--- config.mk ---
export PLATFORM = sky130hd
export DESIGN_NAME = conv_window_buf
export DESIGN_NICKNAME = d
export VERILOG_FILES = /design/src/rtl/conv_window_buf.sv
export SDC_FILE = /design/constraint.sdc
export NUM_CORES = 2
export LEC_CHECK = 0
export ABC_AREA = 1
export BUFFER_PORTS_ARGS = -buffer_cell sky130_fd_sc_hd__buf_2
export CORE_MARGIN = 2
export CORE_UTILIZATION = 50
export DETAILED_ROUTE_END_ITERATION = 6
export PLACE_DENSITY = 0.66
export SLEW_MARGIN = 25
export SYNTH_ARGS = -nofsm -noshare
export SYNTH_HDL_FRONTEND = slang
export SYNTH_SLANG_ARGS = --single-unit
--- constraint.sdc ---
create_clock -name clk -period 14.65 [get_ports clk]
set_clock_uncertainty 0.05 [all_clocks]
set_input_delay 2.93 -clock clk [delete_from_list [all_inputs] [get_ports clk]]
set_output_delay 2.93 -clock clk [all_outputs]
set_load 0.01 [all_outputs]
--- src/rtl/conv_window_buf.sv ---
// Streaming K x K sliding-window generator with stride, flush and frame-end marker.
// Define CONV_WINDOW_BUF_POS_EN to add the out_row/out_col output-map coordinate ports.
module conv_window_buf #(
    parameter int unsigned WIDTH     = 28,
    parameter int unsigned HEIGHT    = 28,
    parameter int unsigned DATA_BITS = 32,
    parameter int unsigned K         = 3,
    parameter int unsigned STRIDE    = 1
) (
    input  logic                     clk,
    input  logic                     rst,
    input  logic                     flush,
    input  logic                     valid_in,
    input  logic [DATA_BITS-1:0]     data_in,
    output logic [K*K*DATA_BITS-1:0] data_out,
    output logic                     valid_out,
    output logic                     last_out
`ifdef CONV_WINDOW_BUF_POS_EN
    ,
    output logic [(((HEIGHT-K)/STRIDE+1) > 1 ? $clog2((HEIGHT-K)/STRIDE+1) : 1)-1:0] out_row,
    output logic [(((WIDTH-K)/STRIDE+1) > 1 ? $clog2((WIDTH-K)/STRIDE+1) : 1)-1:0]   out_col
`endif
);
    localparam int unsigned OUT_W  = (WIDTH - K) / STRIDE + 1;
    localparam int unsigned OUT_H  = (HEIGHT - K) / STRIDE + 1;
    localparam int unsigned CW     = (WIDTH > 1) ? $clog2(WIDTH) : 1;
    localparam int unsigned RW     = (HEIGHT > 1) ? $clog2(HEIGHT) : 1;
    localparam int unsigned PW     = (STRIDE > 1) ? $clog2(STRIDE) : 1;
    localparam int unsigned LAST_R = (OUT_H - 1) * STRIDE + K - 1;
    localparam int unsigned LAST_C = (OUT_W - 1) * STRIDE + K - 1;

    logic [CW-1:0] col_q, col_d;
    logic [RW-1:0] row_q, row_d;
    logic [PW-1:0] cph_q, cph_d, rph_q, rph_d;
    logic          accept, col_last, row_last, hit, is_last;

    logic [DATA_BITS-1:0]     tap   [K];
    logic [DATA_BITS-1:0]     win_q [K*K];
    logic [DATA_BITS-1:0]     win_d [K*K];
    logic [K*K*DATA_BITS-1:0] win_flat;
    logic [K*K*DATA_BITS-1:0] data_q;
    logic                     valid_q, last_q;

    // Line buffer j holds row r-K+1+j; the oldest row falls off the top of the chain.
    generate
        if (K > 1) begin : g_lb
            logic [DATA_BITS-1:0] lb_q [K-1][WIDTH];
            always_ff @(posedge clk) begin
                if (accept) begin
                    for (int j = 0; j + 2 < K; j++) lb_q[j][col_q] <= lb_q[j+1][col_q];
                    lb_q[K-2][col_q] <= data_in;
                end
            end
            always_comb begin
                for (int j = 0; j + 1 < K; j++) tap[j] = lb_q[j][col_q];
                tap[K-1] = data_in;
            end
        end else begin : g_nolb
            always_comb tap[0] = data_in;
        end
    endgenerate

    always_comb begin
        for (int ky = 0; ky < K; ky++) begin
            for (int kx = 0; kx + 1 < K; kx++) win_d[ky*K+kx] = win_q[ky*K+kx+1];
            win_d[ky*K+K-1] = tap[ky];
        end
        for (int i = 0; i < K * K; i++) win_flat[i*DATA_BITS +: DATA_BITS] = win_d[i];
    end

    always_ff @(posedge clk) begin
        if (accept) win_q <= win_d;
    end

    // Stride phases stay at 0 until the counter reaches K-1, then count down from STRIDE-1.
    always_comb begin
        accept   = valid_in & ~flush;
        col_last = (col_q == CW'(WIDTH - 1));
        row_last = (row_q == RW'(HEIGHT - 1));
        hit      = (int'(col_q) + 1 >= int'(K)) && (int'(row_q) + 1 >= int'(K)) &&
                   (cph_q == '0) && (rph_q == '0);
        is_last  = hit && (col_q == CW'(LAST_C)) && (row_q == RW'(LAST_R));

        col_d = col_last ? '0 : col_q + 1'b1;
        if (col_last || (int'(col_q) + 1 < int'(K))) cph_d = '0;
        else if (cph_q == '0)                        cph_d = PW'(STRIDE - 1);
        else                                         cph_d = cph_q - 1'b1;

        row_d = row_q;
        rph_d = rph_q;
        if (col_last) begin
            row_d = row_last ? '0 : row_q + 1'b1;
            if (row_last || (int'(row_q) + 1 < int'(K))) rph_d = '0;
            else if (rph_q == '0)                        rph_d = PW'(STRIDE - 1);
            else                                         rph_d = rph_q - 1'b1;
        end
    end

    always_ff @(posedge clk or posedge rst) begin
        if (rst) begin
            col_q   <= '0;
            row_q   <= '0;
            cph_q   <= '0;
            rph_q   <= '0;
            valid_q <= 1'b0;
            last_q  <= 1'b0;
            data_q  <= '0;
        end else begin
            valid_q <= accept & hit;
            last_q  <= accept & is_last;
            if (flush) begin
                col_q <= '0;
                row_q <= '0;
                cph_q <= '0;
                rph_q <= '0;
            end else if (accept) begin
                col_q <= col_d;
                row_q <= row_d;
                cph_q <= cph_d;
                rph_q <= rph_d;
                if (hit) data_q <= win_flat;
            end
        end
    end

    assign data_out  = data_q;
    assign valid_out = valid_q;
    assign last_out  = last_q;

`ifdef CONV_WINDOW_BUF_POS_EN
    localparam int unsigned ORW = (OUT_H > 1) ? $clog2(OUT_H) : 1;
    localparam int unsigned OCW = (OUT_W > 1) ? $clog2(OUT_W) : 1;

    // n*_q is the coordinate the next window will carry; o*_q is what is presented.
    logic [ORW-1:0] nrow_q, orow_q;
    logic [OCW-1:0] ncol_q, ocol_q;

    always_ff @(posedge clk or posedge rst) begin
        if (rst) begin
            nrow_q <= '0;
            ncol_q <= '0;
            orow_q <= '0;
            ocol_q <= '0;
        end else if (flush) begin
            nrow_q <= '0;
            ncol_q <= '0;
        end else if (accept && hit) begin
            orow_q <= nrow_q;
            ocol_q <= ncol_q;
            if (ncol_q == OCW'(OUT_W - 1)) begin
                ncol_q <= '0;
                nrow_q <= (nrow_q == ORW'(OUT_H - 1)) ? '0 : nrow_q + 1'b1;
            end else begin
                ncol_q <= ncol_q + 1'b1;
            end
        end
    end

    assign out_row = orow_q;
    assign out_col = ocol_q;
`endif

endmodule
### Word-level counts from Yosys, hierarchy flattened

Memories as Yosys holds them, arrays and structs flattened.
Cells that the tools add are included.

| storage, ports and cells | value |
|---|---|
| flip-flop bits (word level) | 494 |
| bits in writable memories | 1792 |
| input bits | 36 |
| output and inout port bits | 290 |
| memories | 1 |

| operators by class | value |
|---|---|
| add/sub/neg operators | 6 |
| order comparisons | 6 |
| equal/unequal tests | 2 |
| multiplexer cells | 26 |
| bitwise operators | 7 |
| reduce and logical (&&, ||, !) cells | 12 |

Memories:

| memory | words | bits a word | read ports | clocked after Yosys merged registers in | wr ports | line | RTL |
|---|---|---|---|---|---|---|---|
| g_lb.lb_q | 2 | 896 | 2 | 0 | 2 | 47 | `logic [DATA_BITS-1:0] lb_q [K-1][WIDTH];` |

Operators by type and width:

| operator | number |
|---|---|
| 2-to-1 mux 896 bit | 1 |
| binary-select mux 32 bit (select 5 bit) | 2 |
| demux 32 bit (select 5 bit) | 1 |
| 2-to-1 mux 32 bit | 5 |
| >= comparator 32 x 3 -> 1 bit (second input constant) | 2 |
| 2-to-1 mux 5 bit | 7 |
| adder 5 x 1 -> 6 bit (second input constant) | 2 |
| < comparator 6 x 2 -> 1 bit (second input constant) | 2 |
| adder 5 x 1 -> 5 bit (second input constant) | 2 |
| equality test 5 bit (second input constant) | 2 |
| 2-to-1 mux 1 bit | 10 |
| >= comparator 6 bit (second input constant) | 1 |
| logical AND 1 bit | 6 |
| < comparator 6 x 1 -> 1 bit (second input constant) | 1 |
| NOT 5 -> 6 bit | 1 |
| nonzero test 2 bit | 2 |
| bitwise AND 1 bit | 3 |
| NOT 1 bit | 3 |
| AND reduction 3 bit | 1 |
| logical OR 1 bit | 2 |
| AND reduction 2 bit | 1 |
| subtractor 1 bit (second input constant) | 2 |

### Logic depth before layout (Yosys ltp)

| logic depth | value |
|---|---|
| depth after elaboration | 8 |
| mapped depth | 17 |
| mapped depth without buffers | 10 |

### Worst setup path after synthesis

Ideal clock, no wire load.

| timing | value |
|---|---|
| kind | input port to flip-flop |
| start | in valid_in |
| end | mem g_lb.lb_q[0][1408] in the netlist's numbering, enable pin |
| setup time | 487 ps |
| arrival time | 12225 ps |
| required time | 14113 ps |
| slack | 1888 ps |
| cell stages on the path | 4 |
| buffers on the path | 0 |
| cell sequence | inv_1 -> nor2_2 -> nand2_1 -> nor2_1 |

RTL lines:

| what | line | RTL |
|---|---|---|
| start: declaration | 13 | `input logic valid_in,` |
| end: declaration | 47 |  |

==> flow_summary.rst <==
.. list-table::
   :header-rows: 1

   * - Metric
     - Value
   * - Number of standard cells after synthesis
     - 8992
   * - Worst min-delay path class
     - reg -> reg
   * - CP Buf/Inv Count
     - 5
   * - Count of yosys warnings during synthesis
     - 0
   * - Wire length per cell after detailed routing
     - 21.1 um
   * - Sequential cell area fraction in the yosys report
     - 0.712
   * - Count of input and output buffers
     - 325
   * - Pin count of the biggest net entering global routing
     - 189
   * - Post-layout min period
     - 6060 ps
   * - Number of sinks handled by clock tree synthesis
     - 2284
   * - Type of destination of the critical path
     - flop
   * - Core region area
     - 0.187 mm^2
   * - Launch point of the worst reg-to-reg path
     - col_q[0]$_DFFE_PP0P_
   * - Achievable frequency
     - 165 MHz
   * - Wire length of the first global-routing pass
     - 378000 um
   * - Grt ovf
     - 0
   * - Layout net count
     - 9283
   * - CTS H-tree lvls
     - 4
   * - Slowest Stage Delay on Critical Path
     - 790 ps
   * - Root buffer selected by CTS
     - sky130_fd_sc_hd__clkbuf_16
   * - Distinct cell type count of the synthesized netlist
     - 24
   * - Clock buffer depth
     - 3
   * - Average cell area after synthesis
     - 10.5 um^2
   * - Cts bufs inserted
     - 223
   * - Critical path peak fanout
     - 141
   * - Final weighted congestion in routability-driven placement
     - 0.813
   * - Power density over cell area
     - 133 mW/mm^2
   * - Crit Reg-Reg Endpoint
     - g_lb.lb_q[0][719]$_DFFE_PP_
   * - Gate family responsible for the most delay along the worst path
     - buffers and inverters
   * - Share of final-layout standard cells stronger than drive strength 1
     - 0.0851
   * - Die width
     - 438 um
   * - Post-Synthesis Net Count
     - 9034
   * - Post-synthesis to final-layout area growth
     - 11.8%
   * - Crit path max-delay cell type
     - sky130_fd_sc_hd__buf_4
   * - Area of the mapped netlist
     - 0.0942 mm^2
   * - Dpl hpwl
     - 136000 um
   * - Post-route clock period utilization
     - 0.414
   * - Req. time, crit path
     - 14970 ps
   * - Proportion of netlist area held by the largest area contributor
     - 0.633
   * - Number of nets with antenna violations after routing
     - 0
   * - Number of global-route vias before repair
     - 60008
   * - Remaining max-slew budget at the tightest pin
     - 0.264
   * - CTS Hold Buffers Added
     - 0
   * - Antenna violations before repair
     - 11
   * - Skew-Pair Late Insertion Delay
     - 850 ps
   * - Starting density of the core
     - 0.502
   * - R2r worst-path depth
     - 12
   * - Die area
     - 0.192 mm^2
   * - Total vias in the final route
     - 62384
   * - Cell taking the most area after synthesis
     - sky130_fd_sc_hd__edfxtp_1
   * - Peak supply drop
     - 0.000123 V
   * - Vias per Instance
     - 5.23
   * - Number of synthesized register bits
     - 2284
   * - Count of pins over their slew limit
     - 0
   * - Transition time at the pin with the least slew margin
     - 1100 ps
   * - Max_cap viols
     - 0
   * - Die span in y
     - 438 um
   * - Global Route Usage Sum
     - 0.261
   * - Fillers
     - 15619
   * - Setup violations, final
     - 0
   * - Cell chain of the critical path
     - inv_8 -> buf_4 -> buf_4 -> buf_4 -> buf_4 -> nand2_1 -> nand3_1 -> nand2_1 -> nand2_1 -> nand2_1 -> nor2_1 -> nand2_2
   * - Fin area
     - 0.105 mm^2
   * - Classification of the worst setup path
     - reg -> reg
   * - Result of the run
     - finished, final reports clean
   * - Leak
     - 47.2 nW
   * - Setup_tns
     - 0 ps
   * - Arrival time at the worst endpoint
     - 6380 ps
   * - Hold Slack
     - 384 ps
   * - CTS tree
     - yes
   * - Number of iterations in the first detailed-routing pass
     - 6
   * - First-iteration detailed-routing DRC count
     - 6833
   * - Wirelength, routed
     - 251000 um
   * - Sort of element at the start of the critical path
     - flop
   * - Floorplan row count
     - 159
   * - Number of setup buffers added after CTS
     - 0
   * - Top-level port count
     - 326
   * - Min-delay src
     - win_d[277]$_DFFE_PP_
   * - End point of the worst hold path
     - data_out[21]$_DFFE_PP0P_
   * - Remaining routing DRC violations
     - 0
   * - Final Hold Violating Endpoints
     - 0
   * - Setup repair after global routing missed its margin
     - no
   * - Worst hold path cell count
     - 2
   * - Top post-synthesis cells by area
     - sky130_fd_sc_hd__edfxtp_1 63%, sky130_fd_sc_hd__nand2_1 15%, sky130_fd_sc_hd__dfrtp_1 8.0%
   * - Post_cts resized
     - 0
   * - Instance area after placement
     - 0.0981 mm^2
   * - R2R Setup Slk
     - 8590 ps
   * - Post-CTS clock slew at the launch and capture registers of the worst setup and hold paths
     - 60 ps
cell families (layout without fill, tap and decap cells):
kind of cell / count (synthesis) / count (layout) / synth area share
AND/OR/NAND/NOR: 4784 / 4784 / 0.203
flip-flops: 2284 / 2284 / 0.712
buffers and inverters: 1841 / 2271 / 0.0795
AO/OA/AOI/OAI: 76 / 76 / 0.00416
adder cells (fa/ha/maj): 6 / 6 / 0.000797
XOR/XNOR: 1 / 1 / 0.0000930
other: 0 / 7 / 0
where the power goes:
group / switching (mW) / internal (mW) / total [mW] / leakage, nW
logic: 0.822 / 0.247 / 1.07 / 21.8
registers: 0.0663 / 7.30 / 7.36 / 22.0
clock network: 2.40 / 3.17 / 5.57 / 3.47
flip-flops by register name, summed over array words and instances, names as in the netlist:
signal / flops
g_lb.lb_q: 1792
data_out: 288
win_d: 192
col_q: 5
row_q: 5
last_out: 1
valid_out: 1
tightest hold or removal path, stage by stage, from the launching register on:
cell	delay, ps
sky130_fd_sc_hd__edfxtp_1	320
sky130_fd_sc_hd__nand2_1	50
sky130_fd_sc_hd__nand2_1	40
worst max path at each step:
stage                    startpoint                            to  slack [ps]  depth (start not counted)
2_1_floorplan              valid_in  g_lb.lb_q[0][1408]$_DFFE_PP_        1890                          4
3_3_place_gp               valid_in   g_lb.lb_q[0][140]$_DFFE_PP_        8010                          6
3_5_place_dp               valid_in  g_lb.lb_q[0][1068]$_DFFE_PP_        8010                          6
4_1_cts        col_q[0]$_DFFE_PP0P_   g_lb.lb_q[0][719]$_DFFE_PP_        8650                         12
5_1_grt        col_q[0]$_DFFE_PP0P_   g_lb.lb_q[0][719]$_DFFE_PP_        8330                         12
6_report       col_q[0]$_DFFE_PP0P_   g_lb.lb_q[0][719]$_DFFE_PP_        8590                         12
stage by stage:
stage               utilization  power, mW  setup slack (ps)  instances
finish                    0.562       14.0              8590      11924
CTS                       0.561       14.1              8650      11915
floorplan                     -       8.08              1890       8992
global route              0.562       14.4              8330      11919
global placement          0.523       8.55              8010      11506
detailed placement        0.523       8.56              8010      11509
routing by layer:
metal	vias to the layer above	part of all wire	global-route usage
li1	28969	-	-
met1	30189	0.41	0.369
met2	2833	0.46	0.414
met3	388	0.089	0.0410
met4	5	0.032	0.0873
met5	-	0.00021	0
cells in the final DEF (no fill, tap or decap), drive strengths merged:
cell,n
edfxtp,1984
clkinvlp,4
o21bai,1
nand2,3703
xor2,1
ha,6
bufinv,12
o21ai,5
nor3,1
o22ai,5
diode,7
nand3,907
a21oi,64
clkinv,94
clkbuf,296
dfrtp,300
nor2,168
buf,432
nand4,5
inv,1433
a21o,1
area by class of cell:
cell class | count | area (um^2) | share of cell area
Clock buffer | 296 | 6220 | 0.0591
Antenna cell | 7 | 17.5 | 0.000166
Sequential cell | 2284 | 67100 | 0.638
Tap cell | 2495 | 3120 | 0.0297
Timing Repair Buffer | 432 | 2640 | 0.0251
Multi-Input combinational cell | 4867 | 19900 | 0.189
Clock inverter | 110 | 842 | 0.00800
Inverter | 1433 | 5420 | 0.0515
Yosys cell counts:
cell type / count
sky130_fd_sc_hd__a21o_1: 1
sky130_fd_sc_hd__nand2_1: 3703
sky130_fd_sc_hd__nor3_1: 1
sky130_fd_sc_hd__nor2_1: 165
sky130_fd_sc_hd__inv_2: 4
sky130_fd_sc_hd__o22ai_1: 5
sky130_fd_sc_hd__edfxtp_1: 1984
sky130_fd_sc_hd__a21oi_1: 64
sky130_fd_sc_hd__dfrtp_1: 300
sky130_fd_sc_hd__buf_2: 279
sky130_fd_sc_hd__buf_4: 11
sky130_fd_sc_hd__buf_8: 1
sky130_fd_sc_hd__ha_1: 6
sky130_fd_sc_hd__xor2_1: 1
sky130_fd_sc_hd__buf_1: 22
sky130_fd_sc_hd__o21bai_1: 1
sky130_fd_sc_hd__inv_1: 1428
sky130_fd_sc_hd__nand4_1: 5
sky130_fd_sc_hd__inv_6: 1
sky130_fd_sc_hd__nand3_1: 907
sky130_fd_sc_hd__nor2_2: 3
sky130_fd_sc_hd__clkbuf_1: 72
sky130_fd_sc_hd__o21ai_0: 5
sky130_fd_sc_hd__buf_6: 23
(Power assumes the default switching activity.)
